`src/rtl/pe2_addsub_pipe.sv`:
```
// Multi-lane modular add/sub stage for the shared Kyber/Dilithium NTT datapath.
// Two-stage valid/ready pipeline: S1 = modular add/sub, S2 = optional halving.
module pe2_addsub_pipe #(
  parameter int LANES           = 4,
  parameter int DW              = 24,
  parameter int KQ              = 3329,
  parameter int DQ              = 8380417,
  parameter int BEATS_PER_FRAME = 32
) (
  input  logic                  clk,
  input  logic                  rst,
  input  logic                  in_valid,
  output logic                  in_ready,
  input  logic                  in_mode,
  input  logic [1:0]            in_op,
  input  logic [LANES*DW-1:0]   in_a,
  input  logic [LANES*DW-1:0]   in_b,
  output logic                  out_valid,
  input  logic                  out_ready,
  output logic [LANES*DW-1:0]   out_sum,
  output logic [LANES*DW-1:0]   out_dif,
  output logic                  out_mode,
  output logic                  out_last,
  output logic                  err_op,
  output logic                  err_range,
  input  logic                  clr_err
);

  localparam int HW        = DW / 2;
  localparam int CW        = (BEATS_PER_FRAME > 1) ? $clog2(BEATS_PER_FRAME) : 1;
  localparam int LAST_I    = BEATS_PER_FRAME - 1;
  localparam int KQ_HALF_I = (KQ + 1) / 2;
  localparam int DQ_HALF_I = (DQ + 1) / 2;

  localparam logic [HW:0]   KQ_X    = KQ[HW:0];
  localparam logic [HW-1:0] KQ_W    = KQ[HW-1:0];
  localparam logic [HW-1:0] KQ_HALF = KQ_HALF_I[HW-1:0];
  localparam logic [DW:0]   DQ_X    = DQ[DW:0];
  localparam logic [DW-1:0] DQ_W    = DQ[DW-1:0];
  localparam logic [DW-1:0] DQ_HALF = DQ_HALF_I[DW-1:0];
  localparam logic [CW-1:0] LAST_CNT = LAST_I[CW-1:0];

  function automatic logic [HW-1:0] k_add(input logic [HW-1:0] a, input logic [HW-1:0] b);
    logic [HW:0] t;
    t = {1'b0, a} + {1'b0, b};
    if (t >= KQ_X) t = t - KQ_X;
    return t[HW-1:0];
  endfunction

  function automatic logic [HW-1:0] k_sub(input logic [HW-1:0] a, input logic [HW-1:0] b);
    logic [HW:0] t;
    t = {1'b0, a} - {1'b0, b};
    if (a < b) t = t + KQ_X;
    return t[HW-1:0];
  endfunction

  // Odd x: (x+q)>>1 == (x>>1) + (q+1)/2 for odd q, so no extra carry bit is needed.
  function automatic logic [HW-1:0] k_half(input logic [HW-1:0] x);
    return {1'b0, x[HW-1:1]} + (x[0] ? KQ_HALF : '0);
  endfunction

  function automatic logic [DW-1:0] d_add(input logic [DW-1:0] a, input logic [DW-1:0] b);
    logic [DW:0] t;
    t = {1'b0, a} + {1'b0, b};
    if (t >= DQ_X) t = t - DQ_X;
    return t[DW-1:0];
  endfunction

  function automatic logic [DW-1:0] d_sub(input logic [DW-1:0] a, input logic [DW-1:0] b);
    logic [DW:0] t;
    t = {1'b0, a} - {1'b0, b};
    if (a < b) t = t + DQ_X;
    return t[DW-1:0];
  endfunction

  function automatic logic [DW-1:0] d_half(input logic [DW-1:0] x);
    return {1'b0, x[DW-1:1]} + (x[0] ? DQ_HALF : '0);
  endfunction

  function automatic logic [DW-1:0] w_add(input logic [DW-1:0] a, input logic [DW-1:0] b,
                                          input logic md);
    return md ? d_add(a, b) : {k_add(a[DW-1:HW], b[DW-1:HW]), k_add(a[HW-1:0], b[HW-1:0])};
  endfunction

  function automatic logic [DW-1:0] w_sub(input logic [DW-1:0] a, input logic [DW-1:0] b,
                                          input logic md);
    return md ? d_sub(a, b) : {k_sub(a[DW-1:HW], b[DW-1:HW]), k_sub(a[HW-1:0], b[HW-1:0])};
  endfunction

  function automatic logic [DW-1:0] w_half(input logic [DW-1:0] x, input logic md);
    return md ? d_half(x) : {k_half(x[DW-1:HW]), k_half(x[HW-1:0])};
  endfunction

  function automatic logic w_oor(input logic [DW-1:0] x, input logic md);
    return md ? (x >= DQ_W) : ((x[DW-1:HW] >= KQ_W) || (x[HW-1:0] >= KQ_W));
  endfunction

  logic                s1_valid;
  logic                s1_mode;
  logic [1:0]          s1_op;
  logic [LANES*DW-1:0] s1_sum;
  logic [LANES*DW-1:0] s1_dif;
  logic [CW-1:0]       beat_cnt;

  logic                s1_ready;
  logic                s2_ready;
  logic                in_fire;
  logic                out_fire;
  logic                rng_nxt;
  logic [LANES*DW-1:0] sum_nxt;
  logic [LANES*DW-1:0] dif_nxt;
  logic [LANES*DW-1:0] sum2_nxt;
  logic [LANES*DW-1:0] dif2_nxt;

  assign s2_ready = ~out_valid | out_ready;
  assign s1_ready = ~s1_valid | s2_ready;
  assign in_ready = s1_ready;
  assign in_fire  = in_valid & in_ready;
  assign out_fire = out_valid & out_ready;
  assign out_last = out_valid & (beat_cnt == LAST_CNT);

  always_comb begin
    sum_nxt  = '0;
    dif_nxt  = '0;
    sum2_nxt = '0;
    dif2_nxt = '0;
    rng_nxt  = 1'b0;
    for (int i = 0; i < LANES; i++) begin
      sum_nxt[i*DW +: DW] = w_add(in_a[i*DW +: DW], in_b[i*DW +: DW], in_mode);
      dif_nxt[i*DW +: DW] = w_sub(in_a[i*DW +: DW], in_b[i*DW +: DW], in_mode);
      rng_nxt = rng_nxt | w_oor(in_a[i*DW +: DW], in_mode) | w_oor(in_b[i*DW +: DW], in_mode);
      case (s1_op)
        2'b01: begin
          sum2_nxt[i*DW +: DW] = w_half(s1_sum[i*DW +: DW], s1_mode);
          dif2_nxt[i*DW +: DW] = w_half(s1_dif[i*DW +: DW], s1_mode);
        end
        2'b10: begin
          sum2_nxt[i*DW +: DW] = w_half(s1_sum[i*DW +: DW], s1_mode);
          dif2_nxt[i*DW +: DW] = s1_dif[i*DW +: DW];
        end
        default: begin
          sum2_nxt[i*DW +: DW] = s1_sum[i*DW +: DW];
          dif2_nxt[i*DW +: DW] = s1_dif[i*DW +: DW];
        end
      endcase
    end
  end

  // Reserved op 11 is folded to 00 at S1 so S2 only ever sees a valid op.
  always_ff @(posedge clk or negedge rst) begin
    if (!rst) begin
      s1_valid <= 1'b0;
      s1_mode  <= 1'b0;
      s1_op    <= 2'b00;
      s1_sum   <= '0;
      s1_dif   <= '0;
    end else if (s1_ready) begin
      s1_valid <= in_valid;
      if (in_valid) begin
        s1_mode <= in_mode;
        s1_op   <= (in_op == 2'b11) ? 2'b00 : in_op;
        s1_sum  <= sum_nxt;
        s1_dif  <= dif_nxt;
      end
    end
  end

  always_ff @(posedge clk or negedge rst) begin
    if (!rst) begin
      out_valid <= 1'b0;
      out_mode  <= 1'b0;
      out_sum   <= '0;
      out_dif   <= '0;
    end else if (s2_ready) begin
      out_valid <= s1_valid;
      if (s1_valid) begin
        out_mode <= s1_mode;
        out_sum  <= sum2_nxt;
        out_dif  <= dif2_nxt;
      end
    end
  end

  // A new error in the same cycle as clr_err wins over the clear.
  always_ff @(posedge clk or negedge rst) begin
    if (!rst) begin
      err_op    <= 1'b0;
      err_range <= 1'b0;
      beat_cnt  <= '0;
    end else begin
      err_op    <= (in_fire & (in_op == 2'b11)) | (err_op & ~clr_err);
      err_range <= (in_fire & rng_nxt) | (err_range & ~clr_err);
      if (out_fire) beat_cnt <= (beat_cnt == LAST_CNT) ? '0 : beat_cnt + 1'b1;
    end
  end

endmodule

```
`config.mk`:
```
export PLATFORM = sky130hd
export DESIGN_NAME = pe2_addsub_pipe
export DESIGN_NICKNAME = d
export VERILOG_FILES = /design/src/rtl/pe2_addsub_pipe.sv
export SDC_FILE = /design/constraint.sdc
export NUM_CORES = 2
export LEC_CHECK = 0
export BUFFER_PORTS_ARGS = -buffer_cell sky130_fd_sc_hd__buf_2
export CAP_MARGIN = 20
export CORE_UTILIZATION = 39
export DETAILED_ROUTE_END_ITERATION = 6
export GPL_TIMING_DRIVEN = 0
export PLACE_DENSITY = 0.61
export SLEW_MARGIN = 20
export SYNTH_ARGS = -nofsm -noshare
export SYNTH_HDL_FRONTEND = slang
export SYNTH_SLANG_ARGS = --single-unit
```
`constraint.sdc`:
```
create_clock -name clk -period 10.31 [get_ports clk]
set_input_delay 2.062 -clock clk [delete_from_list [all_inputs] [get_ports clk]]
set_output_delay 2.062 -clock clk [all_outputs]
set_load 0.005 [all_outputs]
```
==> metrics.md <==
| Metric | Value |
|---|---|
| Outcome | completed |
| Die W | 349.0 um |
| Worst-path maximum fanout | 10 |
| RSZ-0062 raised after global routing | no |
| Rows | 126 |
| Layout area overhead | 12.57% |
| Initial antenna violation count | 16 |
| Cts hold-fix bufs | 0 |
| Post-synthesis adder-cell area fraction | 10.91% |
| Commonest register cell after synthesis | dfrtp_1 |
| Number of enable flip-flop cells after synthesis | 0 |
| WL final | 226,300 um |
| First-pass GRT wire length | roughly 320,000 um |
| Arrival @ worst endpoint | just over 7 ns |
| DP Worst Slack | 3.131 ns |
| CTS resizes | 0 |
| Full die area | 121,800 um2 |
| Pint | just over 5 mW |
| Least-Margin Pin Slew | 1.311 ns |
| Endpoints failing hold | 0 |
| DR WL/cell | 27.09 um |
| Post-Synthesis Cell Area | roughly 47,000 um2 |
| Synth Area in Compound Gates | 26.70% |
| Post-Synth XOR/XNOR Area | 11.24% |
| Final Max Slew Viols | 0 |
| Syn Nets | a little under 7,000 |
| DR vias/cell | 6.259 |
| Power per cell area | between 150 and 200 nW/um2 |
| Core area | 118,700 um2 |
| Startpoint Class | input pin |
| IO buf count | 397 |
| Final global-route overflow total | 0 |
| Crit path to | s1_dif[78] |
| Synth warnings | 0 |
| Sequential fraction of the synthesis area | a little over a fifth |
| Share of synthesized registers carrying an async set or reset | 100.0% |
| Worst EP required | ~11 ns |
| Synth top area cells | dfrtp_1 (21%), ha_1 (10%), xnor2_1 (7.9%) |
| Final nets | roughly 7,300 |
| Clock Path Buffers | 3 |
| Flop pwr share | about 28% |
| GRT Total Usage | a little over a third |
| Switch Pwr | 5.115 mW |
| Flops & latches, synth | roughly 400 |
| Reg2reg start | s1_sum[72] |
| Main combinational cell family by area after synthesis | compound AO/OA/AOI/OAI gates |
| Clock power frac | 17.6% |
| Worst setup margin | 3.576 ns |
| DRC violations left | 0 |
| Crit Reg-Reg Endpoint | out_sum[95] |
| Part of the cycle the worst path needs | 65.32% |
| Flop-to-flop setup slack | roughly 6.1 ns |
| Clock transition at the registers of the reported paths | roughly 0.06 ns |
| Post-synth top area share | 21.15% |
| Comb pwr share | 54.4% |
| Switching share of power | 49.59% |
| GPL Wtd Cong | 1.002 |
| Setup crit start | in_b[79] |
| Fillers | around 12,000 |
| H-tree levels | 2 |
| Simple-Gate Fraction of Synth Area | 22.89% |
| Hold Crit Class | reg2reg |
| Fin area | 52,870 um2 |
| Area occupied by multi-input gates | 34,890 um2 |
| Initial DRC count | 5,943 |
| Synth unique cells | 99 |
| Clk root buf | clkbuf_16 |
| Via count | 52,290 |
| Total setup buffers inserted after CTS | 0 |
| Worst-Skew Late Latency | 0.65 ns |
| Non-filler cells, final | 8,354 |
| Worst vdd ir | 0.1235 mV |
| Mean post-synth cell area | 7.517 um2 |
| Nature of the critical path endpoint | flip-flop |
| FF+latch area | 9935 um2 |
| Maxcap violations | 0 |
| Max Freq | around 150 MHz |
| Layout cells sized above 1 | 9.715% |
| CTS sink count | ~400 |
| TritonCTS clock tree | done |
| Dpl cells | 8,255 |
| Initial Util | 39.57% |
| CTS buffer count | 47 |
| Mux cell area share after synthesis | 2.467% |
| Syn Inst Count | 6,249 |
| Worst Skew | 0.04944 ns |
| Pleak | 22.30 nW |
| Top cell type by total area after synthesis | dfrtp_1 |
| Total power | 10.32 mW |
| Final setup fails | 0 |
| R2R cell count | 13 |
| Worst slew margin | 12.60% |
| Share of the core filled with cells | between 40% and 50% |
| Largest net degree at the start of global routing | 89 |
| Drt first pass iters | 6 |
| Fin crit period | just under 7 ns |
| Io pins | 398 |
| Setup CP Type | in2reg |
| Routed Antenna Nets | 0 |
| HPWL after detailed placement | 181,200 um |
| Die height | between 300 and 400 um |
| Area after DPL | between 50,000 and 60,000 um2 |
| Vias in the first global route | 47,190 |
registers in the layout, summed over array words and instances, names as in the netlist:
register / cells
out_valid: 1
s1_dif: 96
s1_sum: 96
s1_valid: 1
err_op: 1
out_dif: 96
s1_op: 2
s1_mode: 1
out_mode: 1
err_range: 1
out_sum: 96
beat_cnt: 5
cell usage in the layout (no fill, tap or decap), drive strengths merged, types with 56 or more instances in the layout:
cell type,netlist,layout
a211oi,94,94
a21o,101,101
a21oi,504,504
a31oi,91,91
and2,56,56
and3,69,69
buf,46,451
clkbuf,264,328
dfrtp,397,397
ha,383,383
inv,255,259
mux2i,94,94
nand2,600,600
nand2b,61,61
nand3,184,184
nand4,86,86
nor2,519,519
nor2b,97,97
nor3,161,161
nor4,107,107
o211ai,60,60
o21ai,563,563
o31ai,58,58
or3,62,62
xnor2,422,422
xor2,181,181
critical path, cell delays in order:
cell	delay, ns
buf_2	0.11
inv_1	0.05
ha_1	0.34
buf_1	0.42
nand3_1	0.13
nor3_1	0.43
nor4_1	0.13
o21ai_0	0.75
a21oi_1	0.20
o21ai_0	0.80
nor2_1	0.34
nor2_1	0.53
nor2_1	0.11
xnor2_1	0.64
o21ai_0	0.16
power groups by stage:
stage | sequential (mW) | combinational (mW) | clock, mW
4_1_cts | 2.84 | 5.45 | 1.82
2_1_floorplan | 2.50 | 3.58 | 0
3_5_place_dp | 2.86 | 5.42 | 0
5_1_grt | 2.91 | 6.05 | 1.88
3_3_place_gp | 2.86 | 5.36 | 0
6_report | 2.89 | 5.61 | 1.82
Yosys cell counts, types with 16 or more instances:
cell type,n
xor2_1,181
or4_1,29
and2_1,55
o21bai_1,51
o22ai_1,38
fa_1,16
dfrtp_1,397
a31o_2,22
nand2_1,600
nand3_1,184
a31oi_1,91
a21boi_0,18
a21o_1,101
o31ai_1,58
nor2b_1,97
or2_2,46
o21a_1,45
a211oi_1,92
and4_1,31
a22oi_1,42
ha_1,383
buf_1,36
nand2b_1,61
xnor2_1,422
inv_1,252
mux2_2,18
nand4_1,85
nor3b_1,21
and3_1,69
nor2_1,519
nor3_1,160
a211o_1,20
or3_1,61
o211ai_1,60
mux2i_1,94
o21ai_0,555
o221ai_1,20
o2111ai_1,19
a2111oi_0,17
o311ai_0,22
a21oi_1,503
clkbuf_1,264
nor4_1,106
stage by stage:
stage          hold slack (ns)  setup TNS (ns)
3_3_place_gp            0.4587         -418.74
5_1_grt                 0.4985               0
4_1_cts                 0.4804               0
6_report                0.4721               0
2_1_floorplan           0.4453               0
3_5_place_dp            0.4665               0
layer usage:
layer	share of wire, %	global-route usage (%)
met1	42	48.74
met5	0.014	0
met2	43	54.16
met3	11	6.776
met4	5.0	15.88
logic make-up (layout without fill, tap and decap cells):
family / count (synthesis) / in the layout
DFF: 397 / 397
adders and majority gates: 400 / 400
and+or+nand+nor: 2185 / 2185
other: 0 / 12
xor gates and xnor gates: 603 / 603
muxes: 113 / 113
AOI/OAI and AO/OA: 1976 / 1976
buffers and inverters: 575 / 1068
how the worst min path moves through the flow:
| stage | cells after the start | end | start | slack [ns] |
|---|---|---|---|---|
| finish | 2 | out_dif[7] | out_dif[7] | 0.47 |
| global placement | 2 | out_sum[32] | out_sum[32] | 0.46 |
| CTS | 2 | out_sum[4] | out_sum[4] | 0.48 |
| global route | 2 | out_sum[32] | out_sum[32] | 0.50 |
| detailed placement | 2 | out_sum[4] | out_sum[4] | 0.47 |
| floorplan | 2 | s1_op[0] | s1_op[0] | 0.45 |
layout make-up:
class | instances | share of cell area, %
flip-flops and latches | 397 | 18.79
well taps | 1600 | 3.786
inverters | 265 | 1.881
multi-input cells | 5277 | 65.98
clock buffers | 62 | 2.541
clock inverters | 24 | 0.5608
repair buffers | 407 | 4.084
plain buffers | 310 | 2.319
diodes | 12 | 0.05679
Power figures use the tool's default switching activity.
